File: src/rtl/fetch_hazard_controller_if.sv
// ---------------------------------------------------------------------------
// fetch_hazard_controller_if
// Bundles the hazard inputs and the fetch/pipeline control outputs of the
// fetch hazard controller.
//   master : pipeline side (drives hazard sources, receives controls)
//   slave  : controller side (receives hazard sources, drives controls)
// Signals:
//   id_rs1, id_rs2 [4:0]  source registers of the instruction in ID
//   ex_rd [4:0]           destination register of the instruction in EX
//   ex_mem_read           EX holds a load
//   ex_branch, ALU_zero   EX holds a branch / its condition
//   imem_ready            instruction word valid this cycle
//   halt_req              level request to stop and drain
//   PC_write, branch_taken, ifid_write, ifid_flush, idex_flush, halted
//   state [1:0]           debug view of the FSM
//   stall_cnt, flush_cnt  performance counters, CNT_W bits
// ---------------------------------------------------------------------------
interface fetch_hazard_controller_if #(
  parameter int CNT_W = 32
);
  logic [4:0]       id_rs1;
  logic [4:0]       id_rs2;
  logic [4:0]       ex_rd;
  logic             ex_mem_read;
  logic             ex_branch;
  logic             ALU_zero;
  logic             imem_ready;
  logic             halt_req;
  logic             PC_write;
  logic             branch_taken;
  logic             ifid_write;
  logic             ifid_flush;
  logic             idex_flush;
  logic             halted;
  logic [1:0]       state;
  logic [CNT_W-1:0] stall_cnt;
  logic [CNT_W-1:0] flush_cnt;

  modport master (
    output id_rs1, id_rs2, ex_rd, ex_mem_read, ex_branch, ALU_zero,
           imem_ready, halt_req,
    input  PC_write, branch_taken, ifid_write, ifid_flush, idex_flush,
           halted, state, stall_cnt, flush_cnt
  );

  modport slave (
    input  id_rs1, id_rs2, ex_rd, ex_mem_read, ex_branch, ALU_zero,
           imem_ready, halt_req,
    output PC_write, branch_taken, ifid_write, ifid_flush, idex_flush,
           halted, state, stall_cnt, flush_cnt
  );
endinterface

File: src/rtl/fetch_hazard_controller.sv
// ---------------------------------------------------------------------------
// fetch_hazard_controller
// Sequences the fetch stage and the IF/ID, ID/EX pipeline registers: PC
// advance, IF/ID load/hold/flush, ID/EX bubble, taken-branch redirect and
// the halt/drain sequence. Control outputs are combinational from the
// registered FSM state and the current inputs.
// Ports:
//   clk  : clock, rising edge
//   rst  : asynchronous active-high reset
//   bus  : fetch_hazard_controller_if.slave (hazard inputs, control outputs)
// Parameters:
//   FLUSH_CYCLES (1..7) bubble cycles after a taken branch incl. redirect
//   DRAIN_CYCLES (1..7) cycles for EX/MEM/WB to empty before halting
//   CNT_W               performance counter width
// Build option:
//   HAZARD_PERF_CNT_EN  defined: saturating stall/flush counters are built;
//                       undefined: stall_cnt/flush_cnt are constant 0.
// ---------------------------------------------------------------------------
module fetch_hazard_controller #(
  parameter int FLUSH_CYCLES = 1,
  parameter int DRAIN_CYCLES = 3,
  parameter int CNT_W        = 32
) (
  input  logic                      clk,
  input  logic                      rst,
  fetch_hazard_controller_if.slave  bus
);

  typedef enum logic [1:0] {
    RUN    = 2'd0,
    FLUSH  = 2'd1,
    DRAIN  = 2'd2,
    HALTED = 2'd3
  } state_t;

  localparam logic [2:0] FLUSH_INIT = 3'(FLUSH_CYCLES - 1);
  localparam logic [2:0] DRAIN_INIT = 3'(DRAIN_CYCLES);

  state_t     state_reg;
  logic [2:0] cnt_reg;

  logic load_use;
  logic take_branch;

  assign load_use    = bus.ex_mem_read && (bus.ex_rd != 5'd0) &&
                       ((bus.ex_rd == bus.id_rs1) || (bus.ex_rd == bus.id_rs2));
  assign take_branch = bus.ex_branch && bus.ALU_zero;

  // Next-state sequencing; cnt is shared by FLUSH and DRAIN.
  always_ff @(posedge clk or posedge rst) begin
    if (rst) begin
      state_reg <= RUN;
      cnt_reg   <= 3'd0;
    end else begin
      case (state_reg)
        RUN: begin
          if (take_branch) begin
            if (FLUSH_CYCLES > 1) begin
              state_reg <= FLUSH;
              cnt_reg   <= FLUSH_INIT;
            end
          end else if (bus.halt_req) begin
            state_reg <= DRAIN;
            cnt_reg   <= DRAIN_INIT;
          end
        end
        FLUSH: begin
          cnt_reg <= cnt_reg - 3'd1;
          if (cnt_reg == 3'd1) state_reg <= RUN;
        end
        DRAIN: begin
          cnt_reg <= cnt_reg - 3'd1;
          if (cnt_reg == 3'd1) state_reg <= HALTED;
        end
        default: state_reg <= HALTED;
      endcase
    end
  end

  // Control decode. Rule priority in RUN: branch, halt, load-use, fetch wait.
  always_comb begin
    bus.PC_write     = 1'b0;
    bus.branch_taken = 1'b0;
    bus.ifid_write   = 1'b1;
    bus.ifid_flush   = 1'b0;
    bus.idex_flush   = 1'b0;
    bus.halted       = 1'b0;
    if (rst) begin
      // Hold the front end empty until reset is released.
      bus.ifid_write = 1'b0;
      bus.ifid_flush = 1'b1;
      bus.idex_flush = 1'b1;
    end else begin
      case (state_reg)
        RUN: begin
          if (take_branch) begin
            // Redirect always takes, even if imem is not ready.
            bus.branch_taken = 1'b1;
            bus.PC_write     = 1'b1;
            bus.ifid_flush   = 1'b1;
            bus.idex_flush   = 1'b1;
          end else if (bus.halt_req) begin
            bus.ifid_flush = 1'b1;
            bus.idex_flush = 1'b1;
          end else if (load_use) begin
            bus.ifid_write = 1'b0;
            bus.idex_flush = 1'b1;
          end else if (!bus.imem_ready) begin
            bus.ifid_flush = 1'b1;
          end else begin
            bus.PC_write = 1'b1;
          end
        end
        FLUSH: begin
          bus.PC_write   = bus.imem_ready;
          bus.ifid_flush = 1'b1;
          bus.idex_flush = 1'b1;
        end
        DRAIN: begin
          bus.ifid_flush = 1'b1;
          bus.idex_flush = 1'b1;
        end
        default: begin
          bus.halted     = 1'b1;
          bus.ifid_flush = 1'b1;
          bus.idex_flush = 1'b1;
        end
      endcase
    end
  end

  assign bus.state = state_reg;

`ifdef HAZARD_PERF_CNT_EN
  logic             stall_inc;
  logic             flush_inc;
  logic [CNT_W-1:0] stall_cnt_reg;
  logic [CNT_W-1:0] flush_cnt_reg;

  assign stall_inc = (state_reg == RUN) && !take_branch && !bus.halt_req &&
                     (load_use || !bus.imem_ready);
  assign flush_inc = ((state_reg == RUN) && take_branch) || (state_reg == FLUSH);

  // Saturating counters; HALTED never raises either increment.
  always_ff @(posedge clk or posedge rst) begin
    if (rst) begin
      stall_cnt_reg <= '0;
      flush_cnt_reg <= '0;
    end else begin
      if (stall_inc && (stall_cnt_reg != {CNT_W{1'b1}}))
        stall_cnt_reg <= stall_cnt_reg + 1'b1;
      if (flush_inc && (flush_cnt_reg != {CNT_W{1'b1}}))
        flush_cnt_reg <= flush_cnt_reg + 1'b1;
    end
  end

  assign bus.stall_cnt = stall_cnt_reg;
  assign bus.flush_cnt = flush_cnt_reg;
`else
  assign bus.stall_cnt = {CNT_W{1'b0}};
  assign bus.flush_cnt = {CNT_W{1'b0}};
`endif

endmodule

File: src/flat_wrapper.sv
// flat-port wrapper written by rule: the top's interface ports become plain ports
module fetch_hazard_controller_flat 
#(
  parameter int FLUSH_CYCLES = 1,
  parameter int DRAIN_CYCLES = 3,
  parameter int CNT_W        = 32
)
  (clk, rst, bus_id_rs1, bus_id_rs2, bus_ex_rd, bus_ex_mem_read, bus_ex_branch, bus_ALU_zero, bus_imem_ready, bus_halt_req, bus_PC_write, bus_branch_taken, bus_ifid_write, bus_ifid_flush, bus_idex_flush, bus_halted, bus_state, bus_stall_cnt, bus_flush_cnt);
  fetch_hazard_controller_if #(.CNT_W(CNT_W)) bus_i ();
  input  logic clk;
  input  logic rst;
  input wire logic [$bits(bus_i.id_rs1)-1:0] bus_id_rs1;
  input wire logic [$bits(bus_i.id_rs2)-1:0] bus_id_rs2;
  input wire logic [$bits(bus_i.ex_rd)-1:0] bus_ex_rd;
  input wire logic [$bits(bus_i.ex_mem_read)-1:0] bus_ex_mem_read;
  input wire logic [$bits(bus_i.ex_branch)-1:0] bus_ex_branch;
  input wire logic [$bits(bus_i.ALU_zero)-1:0] bus_ALU_zero;
  input wire logic [$bits(bus_i.imem_ready)-1:0] bus_imem_ready;
  input wire logic [$bits(bus_i.halt_req)-1:0] bus_halt_req;
  output wire logic [$bits(bus_i.PC_write)-1:0] bus_PC_write;
  output wire logic [$bits(bus_i.branch_taken)-1:0] bus_branch_taken;
  output wire logic [$bits(bus_i.ifid_write)-1:0] bus_ifid_write;
  output wire logic [$bits(bus_i.ifid_flush)-1:0] bus_ifid_flush;
  output wire logic [$bits(bus_i.idex_flush)-1:0] bus_idex_flush;
  output wire logic [$bits(bus_i.halted)-1:0] bus_halted;
  output wire logic [$bits(bus_i.state)-1:0] bus_state;
  output wire logic [$bits(bus_i.stall_cnt)-1:0] bus_stall_cnt;
  output wire logic [$bits(bus_i.flush_cnt)-1:0] bus_flush_cnt;
  assign bus_i.id_rs1 = bus_id_rs1;
  assign bus_i.id_rs2 = bus_id_rs2;
  assign bus_i.ex_rd = bus_ex_rd;
  assign bus_i.ex_mem_read = bus_ex_mem_read;
  assign bus_i.ex_branch = bus_ex_branch;
  assign bus_i.ALU_zero = bus_ALU_zero;
  assign bus_i.imem_ready = bus_imem_ready;
  assign bus_i.halt_req = bus_halt_req;
  assign bus_PC_write = bus_i.PC_write;
  assign bus_branch_taken = bus_i.branch_taken;
  assign bus_ifid_write = bus_i.ifid_write;
  assign bus_ifid_flush = bus_i.ifid_flush;
  assign bus_idex_flush = bus_i.idex_flush;
  assign bus_halted = bus_i.halted;
  assign bus_state = bus_i.state;
  assign bus_stall_cnt = bus_i.stall_cnt;
  assign bus_flush_cnt = bus_i.flush_cnt;
  fetch_hazard_controller #(.FLUSH_CYCLES(FLUSH_CYCLES), .DRAIN_CYCLES(DRAIN_CYCLES), .CNT_W(CNT_W)) u_core (.clk(clk), .rst(rst), .bus(bus_i));
endmodule
File: config.mk
export PLATFORM = sky130hd
export DESIGN_NAME = fetch_hazard_controller_flat
export DESIGN_NICKNAME = d
export VERILOG_FILES = /design/src/rtl/fetch_hazard_controller_if.sv /design/src/rtl/fetch_hazard_controller.sv /design/src/flat_wrapper.sv
export SDC_FILE = /design/constraint.sdc
export NUM_CORES = 1
export LEC_CHECK = 0
export CAP_MARGIN = 30
export CELL_PAD_IN_SITES_DETAIL_PLACEMENT = 1
export CELL_PAD_IN_SITES_GLOBAL_PLACEMENT = 1
export CORE_AREA = 4 4 75 77
export DETAILED_ROUTE_END_ITERATION = 10
export DIE_AREA = 0 0 79 81
export HOLD_SLACK_MARGIN = 0.15
export PLACE_DENSITY = 0.89
export SKIP_CTS_REPAIR_TIMING = 1
export SYNTH_ARGS = -nofsm -noshare
export SYNTH_HDL_FRONTEND = slang
export SYNTH_SLANG_ARGS = --single-unit
export TNS_END_PERCENT = 30
File: constraint.sdc
create_clock -name clk -period 3 [get_ports clk]
set_input_delay 0.75 -clock clk [delete_from_list [all_inputs] [get_ports clk]]
set_output_delay 0.75 -clock clk [all_outputs]
set_load 0.02 [all_outputs]
==> flow_summary.ini, run 1 <==
[power_and_ir_drop]
leakagePower_nw = 0.647
seqPwrFrac_pct = 20.1
netSwitchingFraction_pct = 39.6
ir_drop_uv = 116
comb_power_share_pct = 42.4
powerDensity_nw_per_um2 = 259
intPower_mw = 0.204
p_sw_mw = 0.134
clockPowerShare_pct = 37.5

[finish]
final_area_um2 = 1300
fin_cells = 247
final_nets = 207
regArea_um2 = 125
multi_input_area_um2 = 668
antenna_cells = 0
final_cell_mix = conb_1 (64), clkdlybuf4s50_1 (24), xnor2_1 (10), nand2_1 (10), buf_4 (9)
largest_reg_flops = 3
layout_commonest_cell = conb_1
syn_to_final_growth_pct = 21.7
drive_gt1_share_pct = 10.7
fillers = 665

[place]
port_buffers = 29
gp_congestion = 0.731
place_inst = 243
place_hpwl_mm = 2.33
dpl-instance-area_um2 = 1270
place_ws_ns = -0.393

[floorplanning]
die_w_um = 79
die_area_um2 = 6400
core-area_um2 = 5010
rows = 26
start_util_pct = 21.4
die_h_um = 81
ios = 94

[worst_setup_path]
worstReg2RegEnd = u_core.bus.state[0]
worstPathArrival_ns = 2.28
critical_path_class = in -> out
path_max_fanout = 3
r2r_start = u_core.bus.state[1]
critPathLaunchType = primary input
ff2ff_path_depth = 6
rrSetupSlack_ns = 1.49
cp-end-kind = output pin
cp.required_ns = 2.25

[drt]
num_vias = 826
wire_per_inst_um = 10.5
wl_mm = 2.60
dr.pass1.iters = 2
dr.first_iter.drc_count = 11
post_drt_via_cell_ratio = 3.34
antenna_left = 0
drc = 0

[job]
cap_violations = 0

[min_path]
hp-class = reg -> reg
worstHoldStart = u_core.cnt_reg[2]
worstHoldEndpoint = u_core.cnt_reg[2]
holdPathStages = 1

[clocking]
clock-sinks = 5
cts_buffers = 3
cts_buffer_depth = 2
h-tree-depth = 1
tritoncts = yes
root_buffer = clkbuf_8
insertion_delay_ns = 0.22
worst_setup_hold_path_clk_slew_ns = 0.04

[synthesis]
synth_cells = 137
yosysTopAreaCell = buf_4
ys_types = 28
ys_warn_count = 0
netlist_area_um2 = 1070
syn_area_per_cell_um2 = 7.82
synth_top_area_share_pct = 44.9
ys_seq_area_share_pct = 11.7
ys_seq_elements = 5
ys_top_cells_by_area = buf_4 (45%), dfrtp_1 (12%), ha_1 (8.2%), xnor2_1 (8.2%), nand2_1 (3.5%)

[timing]
skew_ns = 0.00185
hold_viol = 0
period_needed_ns = 3.03
period_share_pct = 101
drv_slew = 0
max_freq_mhz = 330
fin_ws_ns = -0.0349
rsz0062_at_grt = yes
setup_violations = 1

[grt]
grt_start_max_net_pins = 7
grt_overflow = 0
groute.usage.overall_pct = 7.63
grt_pass1_vias = 858
antenna_found_initial = 0
grt_pass1_wl_mm = 3.93

[run_status]
violations = setup timing
outcome = finished, violations left
[worst max path at each step]
stage	start	endpoint	slack [ns]	cells after the start
6_report	bus_ex_rd[1]	bus_idex_flush	-0.03	5
5_1_grt	bus_ex_rd[1]	bus_idex_flush	-0.07	5
4_1_cts	bus_ex_rd[1]	bus_ifid_flush	-0.41	6
3_5_place_dp	bus_ex_rd[1]	bus_ifid_flush	-0.39	6
3_3_place_gp	bus_ex_rd[1]	bus_ifid_flush	-0.38	6
2_1_floorplan	u_core.bus.state[1]	bus_PC_write	0.55	6
[power groups by stage]
stage / logic [mW] / clock network, mW / registers [mW]
3_3_place_gp: 0.139 / 0 / 0.0687
4_1_cts: 0.142 / 0.130 / 0.0678
2_1_floorplan: 0.159 / 0 / 0.0687
5_1_grt: 0.153 / 0.136 / 0.0678
3_5_place_dp: 0.141 / 0 / 0.0687
6_report: 0.143 / 0.127 / 0.0678
[Yosys cell counts (all sizes together)]
| cell type | instances |
|---|---|
| o22ai | 2 |
| mux2 | 1 |
| nand3 | 4 |
| conb | 1 |
| inv | 8 |
| xnor2 | 10 |
| ha | 7 |
| a22oi | 1 |
| a21oi | 3 |
| nor2b | 2 |
| nor2 | 6 |
| o21a | 1 |
| nor4 | 1 |
| a21bo | 2 |
| a311o | 2 |
| o21ai | 1 |
| a31oi | 1 |
| buf | 64 |
| nor3 | 1 |
| a32o | 1 |
| dfrtp | 5 |
| nand2 | 10 |
| mux2i | 1 |
| and2b | 1 |
| clkbuf | 1 |
[kinds of logic (layout without fill, tap and decap cells)]
| kind of cell | after synthesis | after routing | share of synthesized area (%) |
|---|---|---|---|
| XOR/XNOR | 10 | 10 | 8.18 |
| AO/OA/AOI/OAI | 14 | 14 | 10.6 |
| AND/OR/NAND/NOR | 25 | 25 | 11.0 |
| other | 1 | 64 | 0.350 |
| multiplexers | 2 | 2 | 1.99 |
| adder cells (fa/ha/maj) | 7 | 7 | 8.18 |
| flip-flops | 5 | 5 | 11.7 |
| buffers and inverters | 73 | 50 | 48.0 |
[per-stage QoR]
step / total power, mW / hold slack, ns / util (%) / setup TNS [ns]
6_report: 0.337 / 0.522 / 26.0 / -0.0349
5_1_grt: 0.357 / 0.582 / 26.0 / -0.0697
4_1_cts: 0.339 / 0.530 / 26.2 / -1.55
3_5_place_dp: 0.210 / 0.522 / 25.3 / -1.49
3_3_place_gp: 0.208 / 0.507 / 25.3 / -1.38
2_1_floorplan: 0.228 / 0.488 / - / 0
[cell type report]
type	count	share of cell area, %
multi-input combinational	122	51.2
timing repair buffer	38	26.7
sequential	5	9.60
tap	70	6.72
clock buffer	4	3.45
inverter	8	2.30
[worst max-delay path: stages]
cell and delay, ns:
clkdlybuf4s50_1 0.49, nor4_2 0.35, nand2_1 0.10, a311o_1 0.37
dlymetal6s2s_1 0.22
[metal layers]
metal	vias to the layer above	global-route usage (%)	part of all wire (%)
li1	391	-	-
met1	379	8.55	40
met2	54	13.7	50
met3	2	2.00	9.0
met4	0	3.09	0.73
met5	-	0	0
No activity file was read; power rests on OpenSTA's default activity.
==> inputs of run 2 (changes only) <==
TNS_END_PERCENT = 50   (was 30)
==> flow_summary.ini, run 2 (synthesized netlist as in run 1, its figures left out) <==
[run_status]
outcome = finished clean

[min_path]
worstHoldStart = u_core.cnt_reg[2]
holdPathStages = 1
worstHoldEndpoint = u_core.cnt_reg[2]
hp-class = reg -> reg

[clocking]
worst_setup_hold_path_clk_slew_ns = 0.04
h-tree-depth = 1
cts_buffers = 3
tritoncts = yes
clock-sinks = 5
insertion_delay_ns = 0.22
cts_buffer_depth = 2
root_buffer = clkbuf_8

[timing]
holdWs_ns = 0.522
hold_viol = 0
fin_ws_ns = 0.0743
max_freq_mhz = 342
period_needed_ns = 2.93
setup_tns_ns = 0
setup_violations = 0
rsz0062_at_grt = no
skew_ns = 0.00185
drv_slew = 0
period_share_pct = 97.5

[drt]
post_drt_via_cell_ratio = 3.34
dr.first_iter.drc_count = 10
drc = 0
num_vias = 825
antenna_left = 0
wire_per_inst_um = 10.6
dr.pass1.iters = 2
wl_mm = 2.61

[worst_setup_path]
cp.required_ns = 2.25
critical_path_class = in -> out
path_max_fanout = 3
worstReg2RegEnd = u_core.bus.state[0]
ff2ff_path_depth = 6
critPathLaunchType = primary input
worstPathArrival_ns = 2.18
cp-end-kind = output pin
rrSetupSlack_ns = 1.49
r2r_start = u_core.bus.state[1]

[grt]
grt_overflow = 0
grt_start_max_net_pins = 7
groute.usage.overall_pct = 7.63
antenna_found_initial = 0
grt_pass1_vias = 858
grt_pass1_wl_mm = 3.93

[power_and_ir_drop]
power_mw = 0.338
leakagePower_nw = 0.676
powerDensity_nw_per_um2 = 258
ir_drop_uv = 116

[place]
place_ws_ns = -0.393
gp_congestion = 0.731
port_buffers = 29
place_hpwl_mm = 2.33

[floorplanning]
die_area_um2 = 6400
die_w_um = 79
core-area_um2 = 5010
ios = 94
die_h_um = 81
rows = 26
start_util_pct = 21.4

[job]
cap_violations = 0

[finish]
final_cell_mix = conb_1 (64), clkdlybuf4s50_1 (22), xnor2_1 (10), nand2_1 (10), buf_4 (9)
antenna_cells = 0
final_nets = 207
layout_commonest_cell = conb_1
syn_to_final_growth_pct = 22.2
largest_reg_flops = 3
drive_gt1_share_pct = 10.7
## run 2: worst max-delay path by stage
stage,from,depth (start not counted),end
finish,bus_ex_rd[2],5,bus_idex_flush
global route,bus_ex_rd[0],7,bus_ifid_write
CTS,bus_ex_rd[1],6,bus_ifid_flush
detailed placement,bus_ex_rd[1],6,bus_ifid_flush
global placement,bus_ex_rd[1],6,bus_ifid_flush
floorplan,u_core.bus.state[1],6,bus_PC_write
## run 2: report_power, final
group / leakage, nW / internal (mW) / switching (mW)
clock network: 0.0228 / 0.0914 / 0.0352
registers: 0.0594 / 0.0678 / 0
logic: 0.593 / 0.0447 / 0.0985
## run 2: cell type report
cell class                      instances  area, µm²
Fill cell                             664       3700
Timing Repair Buffer                   38        353
Clock buffer                            4       45.0
Inverter                                8       30.0
Sequential cell                         5        125
Multi-Input combinational cell        122        668
Tap cell                               70       87.6
## run 2: critical path: stages
cell             delay [ns]
clkdlybuf4s50_1        0.47
nor4_2                 0.31
nand2_1                0.10
a311o_1                0.38
clkbuf_2               0.17
## run 2: through the flow
| stage | instances | util, % | area, µm² |
|---|---|---|---|
| 6_report | 247 | 26.1 | 1310 |
| 5_1_grt | 247 | 26.1 | 1310 |
| 3_3_place_gp | 243 | 25.3 | 1270 |
| 4_1_cts | 247 | 26.2 | 1310 |
| 2_1_floorplan | 200 | - | 1310 |
| 3_5_place_dp | 243 | 25.3 | 1270 |
## run 2: layer usage
metal  routed length, µm  global-route usage, %  vias up
met1                1020                   8.55      380
met5                   0                      0        -
li1                    -                      -      389
met3                 238                   2.00        2
met4                  19                   3.09        0
met2                1330                   13.7       54
